### config.mk
export PLATFORM = sky130hd
export DESIGN_NAME = mem_arbiter
export DESIGN_NICKNAME = d
export VERILOG_FILES = /design/src/rtl/mem_arb_pkg.sv /design/src/rtl/rr_arbiter2.sv /design/src/rtl/mem_arbiter.sv
export SDC_FILE = /design/constraint.sdc
export NUM_CORES = 1
export LEC_CHECK = 0
export ABC_AREA = 1
export ABC_CLOCK_PERIOD_IN_PS = 1690
export CORE_AREA = 4 4 313 315
export CTS_BUF_LIST = sky130_fd_sc_hd__clkbuf_4 sky130_fd_sc_hd__clkbuf_8 sky130_fd_sc_hd__clkbuf_16
export DETAILED_ROUTE_END_ITERATION = 16
export DIE_AREA = 0 0 317 319
export PLACE_DENSITY_LB_ADDON = 0.08
export SLEW_MARGIN = 20
export SYNTH_ARGS = -nofsm -noshare
export SYNTH_HDL_FRONTEND = slang
export SYNTH_SLANG_ARGS = --single-unit
### constraint.sdc
create_clock -name clk -period 1.69 [get_ports clk]
set_input_delay 0.4225 -clock clk [delete_from_list [all_inputs] [get_ports clk]]
set_output_delay 0.4225 -clock clk [all_outputs]
set_load 0.01 [all_outputs]
### src/rtl/mem_arb_pkg.sv
// Shared types and constants for the two-port main-memory arbiter.
package mem_arb_pkg;

    localparam int ADDR_W         = 10;
    localparam int BLOCK_W        = 128;
    localparam int BLOCK_OFFSET_W = 4;

    typedef enum logic [1:0] {
        IDLE,
        BUSY,
        DONE
    } state_e;

    localparam logic PORT_I = 1'b0;
    localparam logic PORT_D = 1'b1;

endpackage

### src/rtl/rr_arbiter2.sv
// Two-input round-robin pick: a lone requester wins, a tie goes to the port
// that was not granted last.
module rr_arbiter2
    import mem_arb_pkg::*;
(
    input  logic req0,
    input  logic req1,
    input  logic last_grant,
    output logic winner,
    output logic valid
);

    always_comb begin
        valid  = req0 | req1;
        winner = PORT_I;
        if (req0 && req1) begin
            winner = (last_grant == PORT_I) ? PORT_D : PORT_I;
        end else if (req1) begin
            winner = PORT_D;
        end
    end

endmodule

### src/rtl/mem_arbiter.sv
// Serialises block reads/write-throughs from the I-cache (port 0) and D-cache
// (port 1) onto one memory port, with a watchdog on stalled memory.
module mem_arbiter #(
    parameter int ADDR_W  = mem_arb_pkg::ADDR_W,
    parameter int BLOCK_W = mem_arb_pkg::BLOCK_W,
    parameter int TIMEOUT = 16
) (
    input  logic               clk,
    input  logic               rst_n,
    input  logic               req0,
    input  logic               req1,
    input  logic               rw0,
    input  logic               rw1,
    input  logic [ADDR_W-1:0]  addr0,
    input  logic [ADDR_W-1:0]  addr1,
    input  logic [BLOCK_W-1:0] wdata0,
    input  logic [BLOCK_W-1:0] wdata1,
    output logic               ack0,
    output logic               ack1,
    output logic               err0,
    output logic               err1,
    output logic [BLOCK_W-1:0] rdata0,
    output logic [BLOCK_W-1:0] rdata1,
    output logic               mem_req,
    output logic               mem_read_write,
    output logic [ADDR_W-1:0]  mem_addr,
    output logic [BLOCK_W-1:0] mem_wdata,
    input  logic [BLOCK_W-1:0] mem_rdata,
    input  logic               mem_ready
);
    import mem_arb_pkg::*;

    localparam int              CNT_W      = (TIMEOUT > 0) ? $clog2(TIMEOUT + 1) : 1;
    localparam bit              WDOG_EN    = (TIMEOUT != 0);
    localparam logic [CNT_W-1:0] CNT_LAST  = CNT_W'((TIMEOUT > 0) ? TIMEOUT - 1 : 0);
    localparam logic [CNT_W-1:0] CNT_MAX   = '1;
    localparam logic [ADDR_W-1:0] ALIGN_MASK = ~ADDR_W'((1 << BLOCK_OFFSET_W) - 1);

    state_e             state_q, state_d;
    logic               grant_q, grant_d;
    logic               last_grant_q, last_grant_d;
    logic               mem_req_q, mem_req_d;
    logic               mem_rw_q, mem_rw_d;
    logic [ADDR_W-1:0]  mem_addr_q, mem_addr_d;
    logic [BLOCK_W-1:0] mem_wdata_q, mem_wdata_d;
    logic [BLOCK_W-1:0] rdata0_q, rdata0_d;
    logic [BLOCK_W-1:0] rdata1_q, rdata1_d;
    logic               ack0_q, ack0_d;
    logic               ack1_q, ack1_d;
    logic               err0_q, err0_d;
    logic               err1_q, err1_d;
    logic [CNT_W-1:0]   cnt_q, cnt_d;

    logic               pick;
    logic               pick_vld;

    rr_arbiter2 u_rr (
        .req0       (req0),
        .req1       (req1),
        .last_grant (last_grant_q),
        .winner     (pick),
        .valid      (pick_vld)
    );

    always_comb begin
        state_d      = state_q;
        grant_d      = grant_q;
        last_grant_d = last_grant_q;
        mem_req_d    = mem_req_q;
        mem_rw_d     = mem_rw_q;
        mem_addr_d   = mem_addr_q;
        mem_wdata_d  = mem_wdata_q;
        rdata0_d     = rdata0_q;
        rdata1_d     = rdata1_q;
        cnt_d        = cnt_q;
        ack0_d       = 1'b0;
        ack1_d       = 1'b0;
        err0_d       = 1'b0;
        err1_d       = 1'b0;

        case (state_q)
            IDLE: begin
                if (pick_vld) begin
                    grant_d      = pick;
                    last_grant_d = pick;
                    mem_req_d    = 1'b1;
                    cnt_d        = '0;
                    state_d      = BUSY;
                    if (pick == PORT_D) begin
                        mem_rw_d    = rw1;
                        mem_addr_d  = addr1 & ALIGN_MASK;
                        mem_wdata_d = wdata1;
                    end else begin
                        mem_rw_d    = rw0;
                        mem_addr_d  = addr0 & ALIGN_MASK;
                        mem_wdata_d = wdata0;
                    end
                end
            end
            BUSY: begin
                if (mem_ready) begin
                    mem_req_d = 1'b0;
                    state_d   = DONE;
                    if (grant_q == PORT_D) begin
                        ack1_d = 1'b1;
                        if (!mem_rw_q) rdata1_d = mem_rdata;
                    end else begin
                        ack0_d = 1'b1;
                        if (!mem_rw_q) rdata0_d = mem_rdata;
                    end
                end else if (WDOG_EN && cnt_q == CNT_LAST) begin
                    // Stalled memory: complete with error and a zero block.
                    mem_req_d = 1'b0;
                    state_d   = DONE;
                    if (grant_q == PORT_D) begin
                        ack1_d   = 1'b1;
                        err1_d   = 1'b1;
                        rdata1_d = '0;
                    end else begin
                        ack0_d   = 1'b1;
                        err0_d   = 1'b1;
                        rdata0_d = '0;
                    end
                end else if (cnt_q != CNT_MAX) begin
                    cnt_d = cnt_q + 1'b1;
                end
            end
            DONE: begin
                state_d = IDLE;
            end
            default: begin
                state_d = IDLE;
            end
        endcase
    end

    always_ff @(posedge clk or negedge rst_n) begin
        if (!rst_n) begin
            state_q      <= IDLE;
            grant_q      <= PORT_I;
            last_grant_q <= PORT_D;
            mem_req_q    <= 1'b0;
            mem_rw_q     <= 1'b0;
            mem_addr_q   <= '0;
            mem_wdata_q  <= '0;
            rdata0_q     <= '0;
            rdata1_q     <= '0;
            ack0_q       <= 1'b0;
            ack1_q       <= 1'b0;
            err0_q       <= 1'b0;
            err1_q       <= 1'b0;
            cnt_q        <= '0;
        end else begin
            state_q      <= state_d;
            grant_q      <= grant_d;
            last_grant_q <= last_grant_d;
            mem_req_q    <= mem_req_d;
            mem_rw_q     <= mem_rw_d;
            mem_addr_q   <= mem_addr_d;
            mem_wdata_q  <= mem_wdata_d;
            rdata0_q     <= rdata0_d;
            rdata1_q     <= rdata1_d;
            ack0_q       <= ack0_d;
            ack1_q       <= ack1_d;
            err0_q       <= err0_d;
            err1_q       <= err1_d;
            cnt_q        <= cnt_d;
        end
    end

    assign ack0           = ack0_q;
    assign ack1           = ack1_q;
    assign err0           = err0_q;
    assign err1           = err1_q;
    assign rdata0         = rdata0_q;
    assign rdata1         = rdata1_q;
    assign mem_req        = mem_req_q;
    assign mem_read_write = mem_rw_q;
    assign mem_addr       = mem_addr_q;
    assign mem_wdata      = mem_wdata_q;

endmodule

# Yosys cells after proc, flatten, opt, wreduce, memory -nomap -nowiden

Index checks and enable logic that the tools add are counted.

ROM bits: 0
Register bits after elaboration: 409
Logic and storage cells: 76
Bits in writable memories: 0
Output and inout bits: 400
Memories kept: 0
Bits of input ports: 411
Latch bits: 0

Equal/unequal tests: 9
Mux-type cells: 40
Bitwise operators: 2
Shift operators: 0
$lt $le $gt $ge: 0
Div/mod/pow operators: 0
Add/sub/neg operators: 1
Reductions and logical operators: 10
Multipliers: 0

Operators by type and width:

| cell                  | number |
|---|---|
| $mux W128             | 10 |
| $mux W5               | 4 |
| $mux W1               | 19 |
| $mux W10              | 1 |
| $ne A2 B2 Y1 const B  | 5 |
| $pmux W5 S2           | 1 |
| $reduce_and A4 Y1     | 2 |
| $mux W2               | 3 |
| $add A5 B1 Y5 const B | 1 |
| $eq A5 B4 Y1 const B  | 1 |
| $ne A5 B5 Y1 const B  | 1 |
| $reduce_and A5 Y1     | 1 |
| $pmux W2 S2           | 1 |
| $reduce_and A2 Y1     | 2 |
| $reduce_bool A2 Y1    | 2 |
| $ne A3 B3 Y1 const B  | 1 |
| $reduce_and A3 Y1     | 1 |
| $eq A2 B1 Y1 const B  | 1 |
| $logic_not A2 Y1      | 1 |
| $pmux W1 S2           | 1 |
| $logic_and A1 B1 Y1   | 1 |
| $not A1 Y1            | 1 |
| $or A1 B1 Y1          | 1 |

# Depth between registers and ports, before layout

Gate-level depths: netlist of run 1.

Depth after elaboration: 5
Mapped depth: 11
Mapped depth without buffers: 9

# Cells and area by module

From an unflattened synthesis of run 1, not the netlist that was laid out.

Cell total of the unflattened synthesis: 2476
Area, all modules: 18718.0 um^2

Modules (own cells, without submodules):

| module      | instances | area each (um^2) | cells an instance | seq. area each (um^2) |
|---|---|---|---|---|
| mem_arbiter | 1         | 18702.9          | 2473              | 10136.0 |
| rr_arbiter2 | 1         | 15.0             | 3                 | 0.0 |

# Worst setup path before layout of run 1

No wires, ideal clock.

Path type: register to register
Start: register cnt_q[0]
End: register rdata1_q[107], in the netlist rdata1[107]
Library setup time: 117 ps
Path slack: -72 ps
Path buffers: 2
Data arrival time: 1645 ps
Cell stages (with the launch flop): 12
Clock period less this slack: 1762 ps
Required time: 1573 ps
Path through: dfrtp_1 > ha_1 > nand2_1 > nor2_1 > ha_1 > nor2_4 > nor2_8 > nand2_1 > buf_4 > buf_6 > nand2_1 > nand2_1

Cells in the longest elaborated chain, start to end: 3

RTL lines:

| element                      | line               | RTL |
|---|---|---|
| start, declared              | mem_arbiter.sv:52  | `logic [CNT_W-1:0] cnt_q, cnt_d;` |
| start signal, assigned       | mem_arbiter.sv:167 | `cnt_q <= cnt_d;` |
| $eq A5 B4 Y1                 | mem_arbiter.sv:111 | `end else if (WDOG_EN && cnt_q == CNT_LAST) begin` |
| $reduce_bool A2 Y1 (no line) | -                  |  |
| $reduce_and A4 Y1 (no line)  | -                  |  |
| end signal, assigned         | mem_arbiter.sv:162 | `rdata1_q <= rdata1_d;` |
| end, declared                | mem_arbiter.sv:47  | `logic [BLOCK_W-1:0] rdata1_q, rdata1_d;` |

No other way between the ends.
A chain may end at the register's enable or synchronous reset.

# Worst setup path in the final report of run 1

Start: register cnt_q[1]
End: register rdata1_q[102], in the netlist rdata1[102]

Same word-level chain as after synthesis.

==> impl_metrics.json, run 1 <==
{
  "gp_congestion": 0.7923,
  "layout_commonest_cell": "nand2_1",
  "wl_per_cell_um": 19.93,
  "start_util_pct": 20.31,
  "hold_class": "primary input to flip-flop",
  "cap_violations": 0,
  "cts_tree": "done",
  "status": "finished with violations",
  "finalHoldViolCount": 0,
  "drt-initial-drc-count": 1152,
  "drt-total-wl_mm": 92.76,
  "fin_nets": 3756,
  "pre_cts_slack_ns": -0.2505,
  "area_growth_pct": 62.32,
  "seq_area_frac_synth_pct": 52.60,
  "ir_drop_uv": 862.9,
  "grt.total_usage_pct": 17.19,
  "path_max_fanout": 6,
  "path_clk_slew_ns": 0.06,
  "post-route-period-util_pct": 111.1,
  "finalMaxSlewViolations": 0,
  "syn_area_per_cell_um2": 7.742,
  "layout_common_cells": "1107 x nand2_1, 404 x dfrtp_1, 399 x clkdlybuf4s50_1",
  "dr.pass1.iters": 6,
  "critPathArrivalTime_ns": 2.35,
  "synth_area_um2": 19270,
  "rows": 113,
  "fin_skew_ns": 0.02286,
  "antenna_found_initial": 13,
  "power_density_nw_per_um2": 1629,
  "slowest_stage": "dfrtp_1",
  "cts_buffer_depth": 3,
  "synthDistinctLibCells": 25,
  "cts_num_sinks": 405,
  "core_area_um2": 94870,
  "fin_ws_ns": -0.1877,
  "dieWidth_um": 317,
  "dieHeight_um": 319,
  "crit_type": "flip-flop to flip-flop",
  "grt_pass1_wl_mm": 132.8,
  "startpoint_type": "flip-flop",
  "hold_ws_ns": 0.1147,
  "min_period_ns": 1.878,
  "setup_violations": 256,
  "htreeDepth": 2,
  "p_total_mw": 50.95,
  "grt_max_degree": 65,
  "clock.fmax_ghz": 0.5326,
  "drc": 0,
  "viasPerCell": 4.180,
  "yosys_warnings": 0,
  "grt_pass1_vias": 20400,
  "dp.cells": 4506,
  "hpwl_mm": 67.32,
  "total_leakage_power_nw": 16.84,
  "slowest_delay_ns": 0.38,
  "ios": 811,
  "layout-drive-gt1-share_pct": 20.80,
  "syn_inst": 2489,
  "grt_overflow_total": 0,
  "grt_setup_unrepaired": "true",
  "cp_data_required_time_ns": 2.16,
  "path_cells": "ha_2, nand2_2, nor2_4, ha_4, nor2_4, nor2_8, buf_4, clkbuf_16, clkbuf_16, nand3_1, nand2_1",
  "violations": "setup timing",
  "die_area_um2": 101100,
  "cts_buffers": 52,
  "fillers": 10070,
  "insertion_delay_ns": 0.60,
  "synth_seq_cells": 405,
  "ant_nets": 0,
  "stdcell_count": 4655,
  "root_buffer": "clkbuf_16",
  "io_buffer_count": 798,
  "vias": 19460,
  "crit_path_end_kind": "flip-flop"
}
-- final cells by class --
| class | count | area, um2 | share of cell area [%] |
|---|---|---|---|
| Sequential cell | 405 | 10140 | 32.40 |
| Timing Repair Buffer | 972 | 9291 | 29.70 |
| Clock buffer | 85 | 1642 | 5.248 |
| Tap cell | 1265 | 1583 | 5.060 |
| Clock inverter | 12 | 142.6 | 0.4560 |
| Antenna cell | 6 | 15.01 | 0.04800 |
| Multi-Input combinational cell | 1667 | 7559 | 24.16 |
| Inverter | 243 | 912.1 | 2.916 |
-- critical path: cells and delay by family (launching register included) --
kind	cells	cell delay [ns]
flops	1	0.38
buf+inv	3	0.52
fa+ha+maj	2	0.37
simple gates	6	0.50
-- sequential cells by signal, summed over array words and instances (netlist names) --
| name | count |
|---|---|
| mem_wdata | 128 |
| mem_req | 1 |
| cnt_q | 5 |
| err1 | 1 |
| mem_addr | 6 |
| grant_q | 1 |
| mem_read_write | 1 |
| rdata0 | 128 |
| ack0 | 1 |
| ack1 | 1 |
| err0 | 1 |
| last_grant_q | 1 |
| rdata1 | 128 |
| state_q | 2 |
-- Yosys cell counts --
cell / count / area, um2
buf_4: 26 / 195.2
conb_1: 1 / 3.750
o21ai_0: 2 / 10.01
nand3_1: 399 / 1997
nand3b_1: 103 / 773.2
clkbuf_1: 27 / 101.4
dfstp_2: 1 / 26.28
buf_2: 103 / 515.5
inv_1: 241 / 904.6
o31ai_1: 1 / 7.510
nor2_4: 2 / 22.52
nor2_8: 1 / 20.02
nor3_1: 2 / 10.01
dfrtp_1: 404 / 10110
inv_2: 2 / 7.510
nor2_1: 10 / 37.54
buf_6: 14 / 157.7
nand4_1: 1 / 6.260
nor2_2: 1 / 6.260
nor4_1: 1 / 6.260
buf_1: 7 / 26.28
ha_1: 4 / 50.05
o21ai_2: 1 / 8.760
nand2_2: 3 / 18.77
nand2_1: 1132 / 4249
-- final timing paths --
path                            slack (ns)                   start  cells after the start                         to
worst max register to register       -0.19    cnt_q[1]$_DFFE_PN0P_                     11    rdata1[102]$_DFFE_PN0P_
worst min-delay path                  0.11               mem_ready                      2     state_q[0]$_DFFE_PN0P_
worst min register to register        0.46  rdata0[64]$_DFFE_PN0P_                      2     rdata0[64]$_DFFE_PN0P_
max in group asynchronous             0.61                   rst_n                      4     rdata0[68]$_DFFE_PN0P_
min in group asynchronous             0.30                   rst_n                      2  mem_wdata[86]$_DFFE_PN0P_
worst max-delay path                 -0.19    cnt_q[1]$_DFFE_PN0P_                     11    rdata1[102]$_DFFE_PN0P_
-- through the flow --
| step | util, % | area [um2] | setup TNS [ns] |
|---|---|---|---|
| 6_report | 32.97 | 31280 | -31.99 |
| 5_1_grt | 32.97 | 31280 | -62.27 |
| 4_1_cts | 32.21 | 30550 | -37.56 |
| 3_5_place_dp | 31.20 | 29600 | -71.45 |
| 3_3_place_gp | 31.20 | 29600 | -55.97 |
| 2_1_floorplan | - | 19310 | 0 |
-- kinds of logic after synthesis --
| logic type | synth area share (%) |
|---|---|
| fa+ha+maj | 0.2597 |
| buf+inv | 9.901 |
| compound gates | 0.1364 |
| flops | 52.60 |
| other cells | 0.01946 |
| simple gates | 37.09 |
-- power by group --
group          total [mW]  switching, mW  internal, mW
Clock                11.5           4.54          6.96
Sequential           16.6           2.56          14.0
Combinational        22.9           13.1          9.75
Total                50.9           20.2          30.7
-- timing repair --
item,CTS,global route
endpoints found under the setup margin,656,342
setup buffers,21,9
pin swaps,6,8
hold endpoints to repair,95,0
hold buffers,1,0
gates resized for setup,1415,75
gates cloned,2,16
-- routing by layer --
| metal | up-vias | track usage [%] | wire length [um] |
|---|---|---|---|
| met5 | - | 0 | 52 |
| met4 | 8 | 5.042 | 2598 |
| met1 | 9269 | 20.18 | 36190 |
| li1 | 9404 | - | - |
| met3 | 127 | 5.266 | 7421 |
| met2 | 651 | 30.08 | 46500 |
Note: power is estimated with default switching activity, not from simulation.
==> run 2: changes to the inputs <==
Settings changed: TNS_END_PERCENT set to 20.
==> run 2 against run 1 <==
  * The flow still finishes with violations (setup timing)
  * Final area grew 0.38%
  * Flip-flop and latch count unchanged
  * Register-to-register slack hardly changed
  * Worst setup slack improved by 0.0066 ns
  * Power fell by 0.82%
  * Count of clock-buffer cells in the layout unchanged
  * Clock power about the same
  * Critical endpoint is now rdata0[103]$_DFFE_PN0P_
  * Largest cell class unchanged
  * Largest power group unchanged
  * Highest routed layer unchanged
==> impl_metrics.json, run 2 (synthesis gave the netlist of run 1 again) <==
{
  "utilization_pct": 33.10,
  "dp.cells": 4506,
  "root_buffer": "clkbuf_16",
  "r2r-end": "rdata0[103]$_DFFE_PN0P_",
  "ios": 811,
  "violations": "setup timing",
  "total_leakage_power_nw": 17.36,
  "crit_type": "flip-flop to flip-flop",
  "drt-total-wl_mm": 92.95,
  "critPathArrivalTime_ns": 2.34,
  "start_util_pct": 20.31,
  "cts_tree": "done",
  "grt_overflow_total": 0,
  "path_delay_family": "buffers and inverters",
  "slowest_stage": "dfrtp_1",
  "crit_cells": 11,
  "path_max_fanout": 13,
  "path_cells": "ha_2, nand2_2, nor2_4, ha_4, nor2_4, nor2_8, buf_4, clkbuf_16, clkbuf_16, nand3_1, nand2_1",
  "cts_buffer_depth": 3,
  "critPathBufInv": 3,
  "stdcell_count": 4647,
  "hold_class": "primary input to flip-flop",
  "path_clk_slew_ns": 0.06,
  "slowest_delay_ns": 0.38,
  "min_period_ns": 1.871,
  "clock.fmax_ghz": 0.5345,
  "setup_violations": 348,
  "wl_per_cell_um": 20.00,
  "layout-drive-gt1-share_pct": 13.72,
  "drt-initial-drc-count": 1191,
  "io_buffer_count": 798,
  "fin_ws_ns": -0.1811,
  "finalMaxSlewViolations": 0,
  "cts_buffers": 52,
  "status": "finished with violations",
  "area_growth_pct": 62.93,
  "cp_data_required_time_ns": 2.16,
  "fin_nets": 3746,
  "grt.total_usage_pct": 17.17,
  "die_area_um2": 101100,
  "min_from": "mem_ready",
  "fin_skew_ns": 0.02201,
  "htreeDepth": 2,
  "reg2reg_from": "cnt_q[1]$_DFFE_PN0P_",
  "hold_path_depth": 2,
  "r2r_slack_ns": -0.18,
  "ir_drop_uv": 856.8,
  "layout_commonest_cell": "nand2_1",
  "power_density_nw_per_um2": 1609,
  "drc": 0,
  "hpwl_mm": 67.32,
  "finalHoldViolCount": 0,
  "core_area_um2": 94870,
  "ff2ff_path_depth": 11,
  "dieWidth_um": 317,
  "ant_nets": 0,
  "dr.pass1.iters": 5,
  "grt_setup_unrepaired": "true",
  "min_to": "state_q[0]$_DFFE_PN0P_",
  "dieHeight_um": 319,
  "viasPerCell": 4.192,
  "vias": 19480,
  "p_total_mw": 50.53,
  "final.setup.tns_ns": -35.32,
  "rows": 113,
  "antenna_found_initial": 14,
  "placed_area_um2": 29600,
  "grt_pass1_wl_mm": 132.7,
  "insertion_delay_ns": 0.60,
  "cap_violations": 0,
  "post-route-period-util_pct": 110.7,
  "startpoint_type": "flip-flop",
  "layout_common_cells": "1104 x nand2_1, 404 x dfrtp_1, 399 x clkdlybuf4s50_1",
  "gp_congestion": 0.7923,
  "postLayoutCellArea_um2": 31400,
  "grt_max_degree": 65,
  "crit_path_end_kind": "flip-flop",
  "cts_num_sinks": 405,
  "grt_pass1_vias": 20410
}
run 2: cell count changes in the layout (fill, tap and decap cells not counted), moves of 2 or more:
cell	previous run	this run
nand2_1	1107	1104
clkdlybuf4s15_2	118	1
nand2_2	15	18
clkbuf_16	66	69
diode_2	6	8
buf_2	248	130
buf_4	91	79
dlygate4sd2_1	0	264
clkdlybuf4s15_1	29	0
run 2: final cells by class:
type,count,area [um2]
inverters,243,912.1
clock buffers,85,1642
repair buffers,962,9383
clock inverters,12,142.6
well taps,1265,1583
flip-flops and latches,405,10140
fillers,10100,63470
diodes,8,20.02
multi-input cells,1667,7581
run 2: worst max path at each step:
| stage | start | end | slack [ns] |
|---|---|---|---|
| finish | cnt_q[1]$_DFFE_PN0P_ | rdata0[103]$_DFFE_PN0P_ | -0.18 |
| floorplan | cnt_q[0]$_DFFE_PN0P_ | rdata0[10]$_DFFE_PN0P_ | 0.01 |
| global placement | req0 | mem_wdata[126]$_DFFE_PN0P_ | -0.22 |
| global route | cnt_q[1]$_DFFE_PN0P_ | rdata1[26]$_DFFE_PN0P_ | -0.30 |
| detailed placement | req0 | mem_wdata[126]$_DFFE_PN0P_ | -0.25 |
| CTS | cnt_q[0]$_DFFE_PN0P_ | rdata0[38]$_DFFE_PN0P_ | -0.19 |
run 2: where the power goes:
part	leakage [nW]	switching (mW)	internal, mW
sequential	5.19	2.49	14.0
clock	0.907	4.55	6.96
combinational	11.3	13.1	9.40
run 2: per-stage QoR:
| step | hold WS [ns] | setup slack, ns |
|---|---|---|
| after global routing | 0.06044 | -0.3006 |
| after detailed placement | 0.3235 | -0.2505 |
| after CTS | 0.05013 | -0.1875 |
| final | 0.1132 | -0.1811 |
| after floorplan | 0.1269 | 0.009681 |
| after global placement | 0.3204 | -0.2223 |
run 2: repair_timing:
item	4_1_cts	5_1_grt
endpoints found under the hold margin	95	0
buffers inserted	8	9
pin swaps	6	7
gates cloned	2	19
resized for setup	798	79
hold buffers	1	0
endpoints found under the setup margin	656	526
run 2: routing by layer:
layer	vias up	track usage (%)	part of all wire [%]
met3	127	5.279	8.1
met5	-	0	0.056
met4	8	5.204	3.0
met2	661	30.00	50
met1	9309	20.12	39
li1	9377	-	-
